**src/rtl/board_state_ctrl.sv**
```systemverilog
// Tic-tac-toe game-state writer: button edges -> cursor moves / placements, then a sequential win scan.
// Optional build macro BOARD_CURSOR_WRAP_EN makes the cursor wrap within its row/column instead of saturating.
module board_state_ctrl #(
  parameter int START_CELL = 4
) (
  input  logic        iCLK,
  input  logic        iRST,
  input  logic        iLEFT,
  input  logic        iRIGHT,
  input  logic        iUP,
  input  logic        iDOWN,
  input  logic        iPLACE,
  input  logic        iNEW_GAME,
  output logic [17:0] oBOARD,
  output logic [3:0]  oCURSOR,
  output logic        oPLAYER,
  output logic        oBUSY,
  output logic [1:0]  oWINNER,
  output logic [2:0]  oWIN_LINE,
  output logic        oDRAW
);

  localparam logic [1:0] S_PLAY  = 2'd0;
  localparam logic [1:0] S_CHECK = 2'd1;
  localparam logic [1:0] S_WIN   = 2'd2;
  localparam logic [1:0] S_DRAW  = 2'd3;

  localparam logic [3:0] START = 4'(START_CELL);

`ifdef BOARD_CURSOR_WRAP_EN
  localparam logic WRAP_EN = 1'b1;
`else
  localparam logic WRAP_EN = 1'b0;
`endif

  logic [1:0]  state_q, state_d;
  logic [17:0] board_q, board_d;
  logic [3:0]  cursor_q, cursor_d;
  logic        player_q, player_d;
  logic [3:0]  moves_q, moves_d;
  logic [2:0]  line_q, line_d;
  logic [1:0]  winner_q, winner_d;
  logic [2:0]  win_line_q, win_line_d;
  logic        draw_q, draw_d;
  logic        busy_q, busy_d;
  logic [5:0]  prev_q, prev_d;

  logic [5:0]  btn;
  logic [5:0]  rise;
  logic [3:0]  dir;
  logic        one_dir;
  logic [1:0]  mover;
  logic        line_hit;

  // Cell index of position pos (0..2) within the given win line.
  function automatic logic [3:0] line_cell(input logic [2:0] line, input logic [1:0] pos);
    logic [11:0] c;
    case (line)
      3'd0: c = {4'd0, 4'd1, 4'd2};
      3'd1: c = {4'd3, 4'd4, 4'd5};
      3'd2: c = {4'd6, 4'd7, 4'd8};
      3'd3: c = {4'd0, 4'd3, 4'd6};
      3'd4: c = {4'd1, 4'd4, 4'd7};
      3'd5: c = {4'd2, 4'd5, 4'd8};
      3'd6: c = {4'd0, 4'd4, 4'd8};
      default: c = {4'd2, 4'd4, 4'd6};
    endcase
    case (pos)
      2'd0:    return c[11:8];
      2'd1:    return c[7:4];
      default: return c[3:0];
    endcase
  endfunction

  function automatic logic [1:0] cell_of(input logic [17:0] board, input logic [3:0] idx);
    return board[{idx, 1'b0} +: 2];
  endfunction

  // dir is one-hot {up, down, left, right}.
  function automatic logic [3:0] next_cursor(input logic [3:0] cur, input logic [3:0] dir_oh);
    logic [3:0] row;
    logic [3:0] col;
    logic [3:0] nxt;
    row = (cur >= 4'd6) ? 4'd2 : (cur >= 4'd3) ? 4'd1 : 4'd0;
    col = cur - row * 4'd3;
    nxt = cur;
    if (dir_oh[3]) begin
      if (row == 4'd0) nxt = WRAP_EN ? cur + 4'd6 : cur;
      else             nxt = cur - 4'd3;
    end else if (dir_oh[2]) begin
      if (row == 4'd2) nxt = WRAP_EN ? cur - 4'd6 : cur;
      else             nxt = cur + 4'd3;
    end else if (dir_oh[1]) begin
      if (col == 4'd0) nxt = WRAP_EN ? cur + 4'd2 : cur;
      else             nxt = cur - 4'd1;
    end else if (dir_oh[0]) begin
      if (col == 4'd2) nxt = WRAP_EN ? cur - 4'd2 : cur;
      else             nxt = cur + 4'd1;
    end
    return nxt;
  endfunction

  assign btn     = {iNEW_GAME, iPLACE, iUP, iDOWN, iLEFT, iRIGHT};
  assign rise    = btn & ~prev_q;
  assign dir     = rise[3:0];
  assign one_dir = (dir != 4'd0) && ((dir & (dir - 4'd1)) == 4'd0);
  assign mover   = {1'b1, player_q};

  assign line_hit = (cell_of(board_q, line_cell(line_q, 2'd0)) == mover) &&
                    (cell_of(board_q, line_cell(line_q, 2'd1)) == mover) &&
                    (cell_of(board_q, line_cell(line_q, 2'd2)) == mover);

  always_comb begin
    state_d    = state_q;
    board_d    = board_q;
    cursor_d   = cursor_q;
    player_d   = player_q;
    moves_d    = moves_q;
    line_d     = line_q;
    winner_d   = winner_q;
    win_line_d = win_line_q;
    draw_d     = draw_q;
    prev_d     = btn;

    // New game overrides everything; reloading prev with ones swallows buttons still held.
    if (rise[5]) begin
      state_d    = S_PLAY;
      board_d    = '0;
      cursor_d   = START;
      player_d   = 1'b0;
      moves_d    = '0;
      line_d     = '0;
      winner_d   = '0;
      win_line_d = '0;
      draw_d     = 1'b0;
      prev_d     = '1;
    end else begin
      case (state_q)
        S_PLAY: begin
          if (rise[4]) begin
            if (cell_of(board_q, cursor_q) == 2'b00) begin
              board_d[{cursor_q, 1'b0} +: 2] = mover;
              moves_d = moves_q + 4'd1;
              line_d  = '0;
              state_d = S_CHECK;
            end
          end else if (one_dir) begin
            cursor_d = next_cursor(cursor_q, dir);
          end
        end
        S_CHECK: begin
          if (line_hit) begin
            state_d    = S_WIN;
            winner_d   = mover;
            win_line_d = line_q;
          end else if (line_q == 3'd7) begin
            if (moves_q == 4'd9) begin
              state_d = S_DRAW;
              draw_d  = 1'b1;
            end else begin
              player_d = ~player_q;
              state_d  = S_PLAY;
            end
          end else begin
            line_d = line_q + 3'd1;
          end
        end
        default: ;
      endcase
    end

    busy_d = (state_d == S_CHECK);
  end

  always_ff @(posedge iCLK) begin
    if (iRST) begin
      state_q    <= S_PLAY;
      board_q    <= '0;
      cursor_q   <= START;
      player_q   <= 1'b0;
      moves_q    <= '0;
      line_q     <= '0;
      winner_q   <= '0;
      win_line_q <= '0;
      draw_q     <= 1'b0;
      busy_q     <= 1'b0;
      prev_q     <= '1;
    end else begin
      state_q    <= state_d;
      board_q    <= board_d;
      cursor_q   <= cursor_d;
      player_q   <= player_d;
      moves_q    <= moves_d;
      line_q     <= line_d;
      winner_q   <= winner_d;
      win_line_q <= win_line_d;
      draw_q     <= draw_d;
      busy_q     <= busy_d;
      prev_q     <= prev_d;
    end
  end

  assign oBOARD    = board_q;
  assign oCURSOR   = cursor_q;
  assign oPLAYER   = player_q;
  assign oBUSY     = busy_q;
  assign oWINNER   = winner_q;
  assign oWIN_LINE = win_line_q;
  assign oDRAW     = draw_q;

endmodule

```
**config.mk**
```make
export PLATFORM = sky130hd
export DESIGN_NAME = board_state_ctrl
export DESIGN_NICKNAME = d
export VERILOG_FILES = /design/src/rtl/board_state_ctrl.sv
export SDC_FILE = /design/constraint.sdc
export NUM_CORES = 1
export LEC_CHECK = 0
export CORE_ASPECT_RATIO = 0.9
export CORE_MARGIN = 2
export CORE_UTILIZATION = 58
export CTS_BUF_LIST = sky130_fd_sc_hd__clkbuf_2 sky130_fd_sc_hd__clkbuf_4 sky130_fd_sc_hd__clkbuf_8
export CTS_CLUSTER_DIAMETER = 200
export DETAILED_ROUTE_END_ITERATION = 6
export PLACE_DENSITY = 0.81
export SYNTH_ARGS = -nofsm -noshare
export SYNTH_HDL_FRONTEND = slang
export SYNTH_SLANG_ARGS = --single-unit
```
**constraint.sdc**
```tcl
create_clock -name iCLK -period 4.9 [get_ports iCLK]
set_input_delay 0.735 -clock iCLK [delete_from_list [all_inputs] [get_ports iCLK]]
set_output_delay 0.735 -clock iCLK [all_outputs]
set_load 0.05 [all_outputs]
```
==> flow_metrics.env, run 1 <==
export IMPL_synth_distinct_cells=68
export IMPL_nets=417
export IMPL_yosysSeqAreaShare_pct=28.86
export IMPL_wirelength_mm=7.232
export IMPL_critical_path_arrival_ns=4.13
export IMPL_numCtsBuffers=5
export IMPL_hp_class="register to register"
export IMPL_pin_count=38
export IMPL_place_inst=446
export IMPL_synth_edf_count=0
export IMPL_multi_input_area_um2=2031
export IMPL_path_depth=16
export IMPL_finalCritPeriodShare_pct=79.97
export IMPL_finalCriticalPeriod_ns=3.919
export IMPL_wl_per_cell_um=15.93
export IMPL_max_slew_margin_pct=39.98
export IMPL_drt_pass1_iterations=4
export IMPL_cts_buffer_depth=2
export IMPL_gr_total_overflow=0
export IMPL_cp_num_buf_inv=1
export IMPL_reg2reg_from="oCURSOR[1]$_SDFFE_PP0P_"
export IMPL_min_to="oWIN_LINE[2]$_SDFFE_PP0P_"
export IMPL_cp_slowest_cell="dfxtp_1"
export IMPL_reg2reg_to="oCURSOR[1]$_SDFFE_PP0P_"
export IMPL_drive_above_1_share_pct=9.044
export IMPL_cts_tree="yes"
export IMPL_postSynthCellCount=358
export IMPL_fillers=448
export IMPL_cap_violations=0
export IMPL_r2r_slack_ns=0.98
export IMPL_drc_errors=0
export IMPL_fin_setup_tns_ns=0
export IMPL_dp_hpwl_mm=5.423
export IMPL_grt_pass1_wl_mm=11.81
export IMPL_antenna_found_initial=0
export IMPL_viasPerCell=6.000
export IMPL_die_w_um=81.33
export IMPL_h_tree_depth=2
export IMPL_synth_ff_type="dfxtp_1"
export IMPL_fin_skew_ns=0.003046
export IMPL_setup_viol=0
export IMPL_rows=25
export IMPL_maxSlewViolCount=0
export IMPL_core_area_um2=5224
export IMPL_start_kind="register"
export IMPL_worst_pin_slew_ns=0.8991
export IMPL_finalPower_mw=0.8833
export IMPL_path_clk_slew_ns=0.09
export IMPL_insertion_delay_ns=0.30
export IMPL_path_cells="ha_1, o21ai_0, nand2_1, nor2_1, ha_1, inv_1, ha_1, nor2_1, fa_1, xor2_1, nand3_1, o311ai_0, a21o_1, a21oi_1, nor2_1, a211oi_1"
export IMPL_path_class="register to register"
export IMPL_hold_viol=0
export IMPL_drtIter0Drc=154
export IMPL_min_from="oWIN_LINE[2]$_SDFFE_PP0P_"
export IMPL_status="completed"
export IMPL_cts_root_buf="clkbuf_8"
export IMPL_yosysWarnings=0
export IMPL_die_y_um=73.60
export IMPL_seqCellArea_um2=900.9
export IMPL_final_cells=454
export IMPL_rsz0062_at_grt="no"
export IMPL_vias=2724
export IMPL_postCtsSetupRepairBufs=0
export IMPL_grt_total_usage_pct=25.53
export IMPL_synth_nets=389
export IMPL_power_density_nw_per_um2=249.5
export IMPL_crit_required_ns=5.12
export IMPL_ir_drop_uv=157.2
export IMPL_globalplace_congestion=0.9071
export IMPL_setup_ws_ns=0.9815
export IMPL_grt_pass1_vias=2429
export IMPL_path_max_fanout=25
export IMPL_ant_nets=0
export IMPL_syn_cell_area_um2=3122
export IMPL_cts_repair_resized=0
export IMPL_cts_hold_buf=0
export IMPL_critPathCaptureType="register"
export IMPL_whs_ns=0.4661
export IMPL_synth_seq_cells=45
export IMPL_start_util_pct=59.76
export IMPL_crit_path_max_incr_delay_ns=0.92
export IMPL_syn_to_final_growth_pct=13.43
export IMPL_reg2regPathDepth=16
export IMPL_power_leakage_nw=1.346
export IMPL_hold_depth=2
export IMPL_grt_max_degree=30
export IMPL_avgSynthCellArea_um2=8.720
export IMPL_n_antenna_cell=0
export IMPL_max_freq_ghz=0.2552
export IMPL_port_buffers=37
export IMPL_cts_sinks=45
export IMPL_die_area_um2=5986
export IMPL_dp_slack_ns=1.023
export IMPL_cp_top_family="adder cells"
export IMPL_ys_async_sr_fraction_pct=0
[synth_stat cells (all sizes together), types with 5 or more instances]
master	number	share of area (%)
a211oi	6	1.8
a21o	6	1.6
a21oi	21	3.5
and3	7	1.4
clkbuf	12	2.4
dfxtp	45	29
ha	21	8.4
inv	14	1.7
mux2i	19	6.5
nand2	26	3.1
nand2b	10	2.0
nand3	10	1.6
nor2	47	5.7
nor3	14	2.2
nor4b	5	1.4
o21ai	14	2.7
xnor2	9	2.5
[registers in the layout, summed over array words and instances (netlist names)]
name,cells
line_q,3
moves_q,4
oBOARD,18
oBUSY,1
oCURSOR,4
oDRAW,1
oPLAYER,1
oWINNER,2
oWIN_LINE,3
prev_q,6
state_q,2
[routing by layer]
| metal | vias up | track usage, % | routed length (µm) |
|---|---|---|---|
| met5 | - | 0 | 0 |
| met4 | 0 | 7.345 | 97 |
| met3 | 9 | 3.808 | 399 |
| met2 | 85 | 41.07 | 3419 |
| met1 | 1290 | 35.59 | 3315 |
| li1 | 1340 | - | - |
[logic make-up after synthesis]
logic type	after synthesis	synth area share (%)
AOI/OAI and AO/OA	76	17.88
buffers and inverters	32	6.092
xor gates and xnor gates	13	3.647
and+or+nand+nor	144	23.97
DFF	45	28.86
muxes	25	9.859
adders and majority gates	23	9.699
[metrics by stage]
stage,utilization (%),instance area (µm²)
floorplan,-,3122
global placement,66.04,3450
detailed placement,66.04,3450
CTS,67.78,3541
global route,67.78,3541
finish,67.78,3541
[power by group]
part | internal, mW | switching, mW | total, mW
registers | 0.376 | 0.0247 | 0.400
clock network | 0.106 | 0.129 | 0.235
logic | 0.107 | 0.140 | 0.248
[worst register-to-register path, stage by stage (launching register included)]
cell	delay [ns]
dfxtp_1	0.92
ha_1	0.28
o21ai_0	0.08
nand2_1	0.18
nor2_1	0.07
ha_1	0.29
inv_1	0.05
ha_1	0.19
nor2_1	0.14
fa_1	0.44
xor2_1	0.17
nand3_1	0.07
o311ai_0	0.14
a21o_1	0.22
a21oi_1	0.31
nor2_1	0.08
a211oi_1	0.22
[worst max path at each step]
stage	from	endpoint	slack (ns)
2_1_floorplan	oCURSOR[0]$_SDFFE_PP0P_	oCURSOR[2]$_SDFFE_PP1P_	1.01
3_3_place_gp	oCURSOR[0]$_SDFFE_PP0P_	oCURSOR[1]$_SDFFE_PP0P_	1.17
3_5_place_dp	oCURSOR[1]$_SDFFE_PP0P_	oCURSOR[1]$_SDFFE_PP0P_	1.02
4_1_cts	oCURSOR[0]$_SDFFE_PP0P_	oCURSOR[1]$_SDFFE_PP0P_	1.0
5_1_grt	oCURSOR[1]$_SDFFE_PP0P_	oCURSOR[1]$_SDFFE_PP0P_	0.65
6_report	oCURSOR[1]$_SDFFE_PP0P_	oCURSOR[1]$_SDFFE_PP0P_	0.98
[layout make-up]
| type | instances | share of cell area (%) |
|---|---|---|
| inverter | 15 | 1.590 |
| timing repair buffer | 38 | 10.67 |
| multi-input combinational | 281 | 57.35 |
| tap | 67 | 2.367 |
| clock inverter | 2 | 0.4240 |
| clock buffer | 6 | 2.155 |
| sequential | 45 | 25.44 |
[cell usage in the layout (no fill, tap or decap), types with 5 or more instances in the layout]
master           instances
ha_1                    21
clkdlybuf4s50_1         37
and3_1                   7
nor3_1                  14
nand2b_1                10
nand2_1                 26
nor2_1                  47
clkbuf_8                 5
nand3_1                 10
inv_1                   14
mux2i_1                 18
nor4b_1                  5
xnor2_1                  9
a21oi_1                 20
o21ai_0                 12
dfxtp_1                 45
a211oi_1                 5
Power figures use the tool's default switching activity.
==> run 2: changes to the inputs <==
==> constraint.sdc (replaced) <==
create_clock -name iCLK -period 3.76 [get_ports iCLK]
set_input_delay 0.564 -clock iCLK [delete_from_list [all_inputs] [get_ports iCLK]]
set_output_delay 0.564 -clock iCLK [all_outputs]
set_load 0.05 [all_outputs]
==> run 2 against run 1 <==
Routed wire length decreased by 2.9%; utilization increased by 0.81 points; worst setup slack got worse by 0.72 ns; hold slack improved by 0.00078 ns; maximum frequency increased by 12%; critical endpoint unchanged; largest power group unchanged.
==> flow_metrics.env, run 2 (same netlist as run 1, synthesis figures left out) <==
export IMPL_rsz0062_at_grt="no"
export IMPL_drt_pass1_iterations=5
export IMPL_cp_slowest_cell="dfxtp_2"
export IMPL_cap_violations=0
export IMPL_die_w_um=81.33
export IMPL_critPathCaptureType="register"
export IMPL_p_int_mw=0.7860
export IMPL_critical_path_arrival_ns=3.70
export IMPL_hold_viol=0
export IMPL_die_area_um2=5986
export IMPL_fin_skew_ns=0.003884
export IMPL_min_from="oWIN_LINE[0]$_SDFFE_PP0P_"
export IMPL_rows=25
export IMPL_setup_viol=0
export IMPL_drtIter0Drc=153
export IMPL_largest_reg_flops=18
export IMPL_power_frac_comb_pct=28.9
export IMPL_drc_errors=0
export IMPL_vias=2712
export IMPL_n_antenna_cell=0
export IMPL_p_sw_share_pct=33.03
export IMPL_cts_buffer_depth=2
export IMPL_final_common_cell="nor2_1"
export IMPL_fin_setup_tns_ns=0
export IMPL_path_cells="inv_1, ha_1, o21ai_0, nand2_1, nor2_1, ha_1, ha_1, nor2_1, fa_1, xor2_1, nand3_1, o311ai_0, a21o_1, a21oi_2, nor2_1, a211oi_1"
export IMPL_start_util_pct=59.76
export IMPL_reg2regPathDepth=16
export IMPL_maxSlewViolCount=0
export IMPL_power_density_nw_per_um2=327.5
export IMPL_h_tree_depth=2
export IMPL_path_class="register to register"
export IMPL_gr_total_overflow=0
export IMPL_numCtsBuffers=5
export IMPL_hold_depth=2
export IMPL_cts_tree="yes"
export IMPL_globalplace_congestion=0.8965
export IMPL_dp_hpwl_mm=5.328
export IMPL_setup_ws_ns=0.2621
export IMPL_path_max_fanout=13
export IMPL_core_area_um2=5224
export IMPL_pin_count=38
export IMPL_worst_pin_slew_ns=0.6142
export IMPL_dp_slack_ns=0.1851
export IMPL_power_leakage_nw=1.377
export IMPL_power_switching_mw=0.3876
export IMPL_min_to="oWIN_LINE[0]$_SDFFE_PP0P_"
export IMPL_cts_sinks=45
export IMPL_grt_pass1_vias=2415
export IMPL_antenna_found_initial=0
export IMPL_max_slew_margin_pct=58.74
export IMPL_r2r_slack_ns=0.26
export IMPL_start_kind="register"
export IMPL_grt_pass1_wl_mm=11.47
export IMPL_path_clk_slew_ns=0.09
export IMPL_ant_nets=0
export IMPL_drive_above_1_share_pct=11.00
export IMPL_layout_common_cells="47 x nor2_1, 42 x dfxtp_1, 37 x clkdlybuf4s50_1"
export IMPL_status="completed"
export IMPL_finalCriticalPeriod_ns=3.498
export IMPL_power_clock_fraction_pct=27.2
export IMPL_hp_class="register to register"
export IMPL_seq_power_share_pct=43.9
export IMPL_ir_drop_uv=224.9
export IMPL_port_buffers=37
export IMPL_wl_per_cell_um=15.33
export IMPL_cts_root_buf="clkbuf_8"
export IMPL_finalCritPeriodShare_pct=93.03
export IMPL_crit_required_ns=3.97
export IMPL_die_y_um=73.60
export IMPL_reg2reg_to="oCURSOR[1]$_SDFFE_PP0P_"
export IMPL_grt_max_degree=30
export IMPL_grt_total_usage_pct=24.87
export IMPL_crit_path_max_incr_delay_ns=0.48
export IMPL_viasPerCell=5.921
export IMPL_nets=421
export IMPL_reg2reg_from="oCURSOR[0]$_SDFFE_PP0P_"
export IMPL_insertion_delay_ns=0.29
export IMPL_wirelength_mm=7.020
export IMPL_max_freq_ghz=0.2859
export IMPL_syn_to_final_growth_pct=14.79
==> run 2: changes by cell type in the layout (fill, tap and decap cells not counted), sizes merged <==
cell,previous run,this run
buf,1,5
clkinv,1,3
clkinvlp,2,0
==> run 2: worst max path at each step <==
stage | from | end | slack (ns) | cells after the start
global placement | oCURSOR[0]$_SDFFE_PP0P_ | oCURSOR[2]$_SDFFE_PP1P_ | 0.42 | 16
floorplan | oCURSOR[0]$_SDFFE_PP0P_ | oCURSOR[2]$_SDFFE_PP1P_ | 0.07 | 17
CTS | oCURSOR[3]$_SDFFE_PP0P_ | oCURSOR[1]$_SDFFE_PP0P_ | 0.15 | 15
detailed placement | oCURSOR[0]$_SDFFE_PP0P_ | oCURSOR[1]$_SDFFE_PP0P_ | 0.19 | 16
finish | oCURSOR[0]$_SDFFE_PP0P_ | oCURSOR[1]$_SDFFE_PP0P_ | 0.26 | 16
global route | oCURSOR[0]$_SDFFE_PP0P_ | oCURSOR[2]$_SDFFE_PP1P_ | 0.05 | 16
==> run 2: final cells by class <==
cell class | instances | area (µm²)
inverters | 15 | 56.30
clock inverters | 2 | 13.76
flip-flops and latches | 45 | 904.6
well taps | 67 | 83.83
fillers | 425 | 1640
repair buffers | 42 | 407.9
multi-input cells | 281 | 2034
clock buffers | 6 | 82.58
==> run 2: stage by stage <==
| step | power [mW] | std cells | util (%) | hold WS (ns) | cell area [µm²] |
|---|---|---|---|---|---|
| after CTS | 1.180 | 458 | 68.50 | 0.4652 | 3578 |
| after global routing | 1.239 | 458 | 68.60 | 0.4859 | 3583 |
| final | 1.174 | 458 | 68.60 | 0.4669 | 3583 |
| after global placement | 0.8470 | 450 | 66.66 | 0.4493 | 3482 |
| after floorplan | 0.7820 | 358 | - | 0.4564 | 3124 |
| after detailed placement | 0.8636 | 450 | 66.66 | 0.4527 | 3482 |
==> run 2: power groups by stage <==
stage | Clock (mW) | Sequential [mW] | Combinational, mW
global route | 0.345 | 0.519 | 0.375
CTS | 0.326 | 0.516 | 0.339
finish | 0.319 | 0.516 | 0.339
floorplan | 0 | 0.540 | 0.242
global placement | 0 | 0.525 | 0.322
detailed placement | 0 | 0.527 | 0.337
==> run 2: timing repair <==
| action | CTS | global route |
|---|---|---|
| setup endpoints to repair | 0 | 3 |
| hold buffers | 0 | 0 |
| resized for setup | 0 | 2 |
| hold endpoints to repair | 0 | 0 |
| buffers inserted | 0 | 0 |
==> run 2: worst max-delay path, delay by kind of cell (launching register included) <==
family                   cells  cell delay (ns)
adder cells (fa/ha/maj)      4             1.12
flip-flops                   1             0.48
XOR/XNOR                     1             0.18
AO/OA/AOI/OAI                5             0.99
buffers and inverters        1             0.09
AND/OR/NAND/NOR              5             0.56
==> run 2: layer usage <==
metal / track usage [%] / share of wire [%]
met5: 0 / 0
met4: 6.968 / 1.7
met3: 4.791 / 5.4
met2: 40.53 / 47
met1: 33.59 / 46
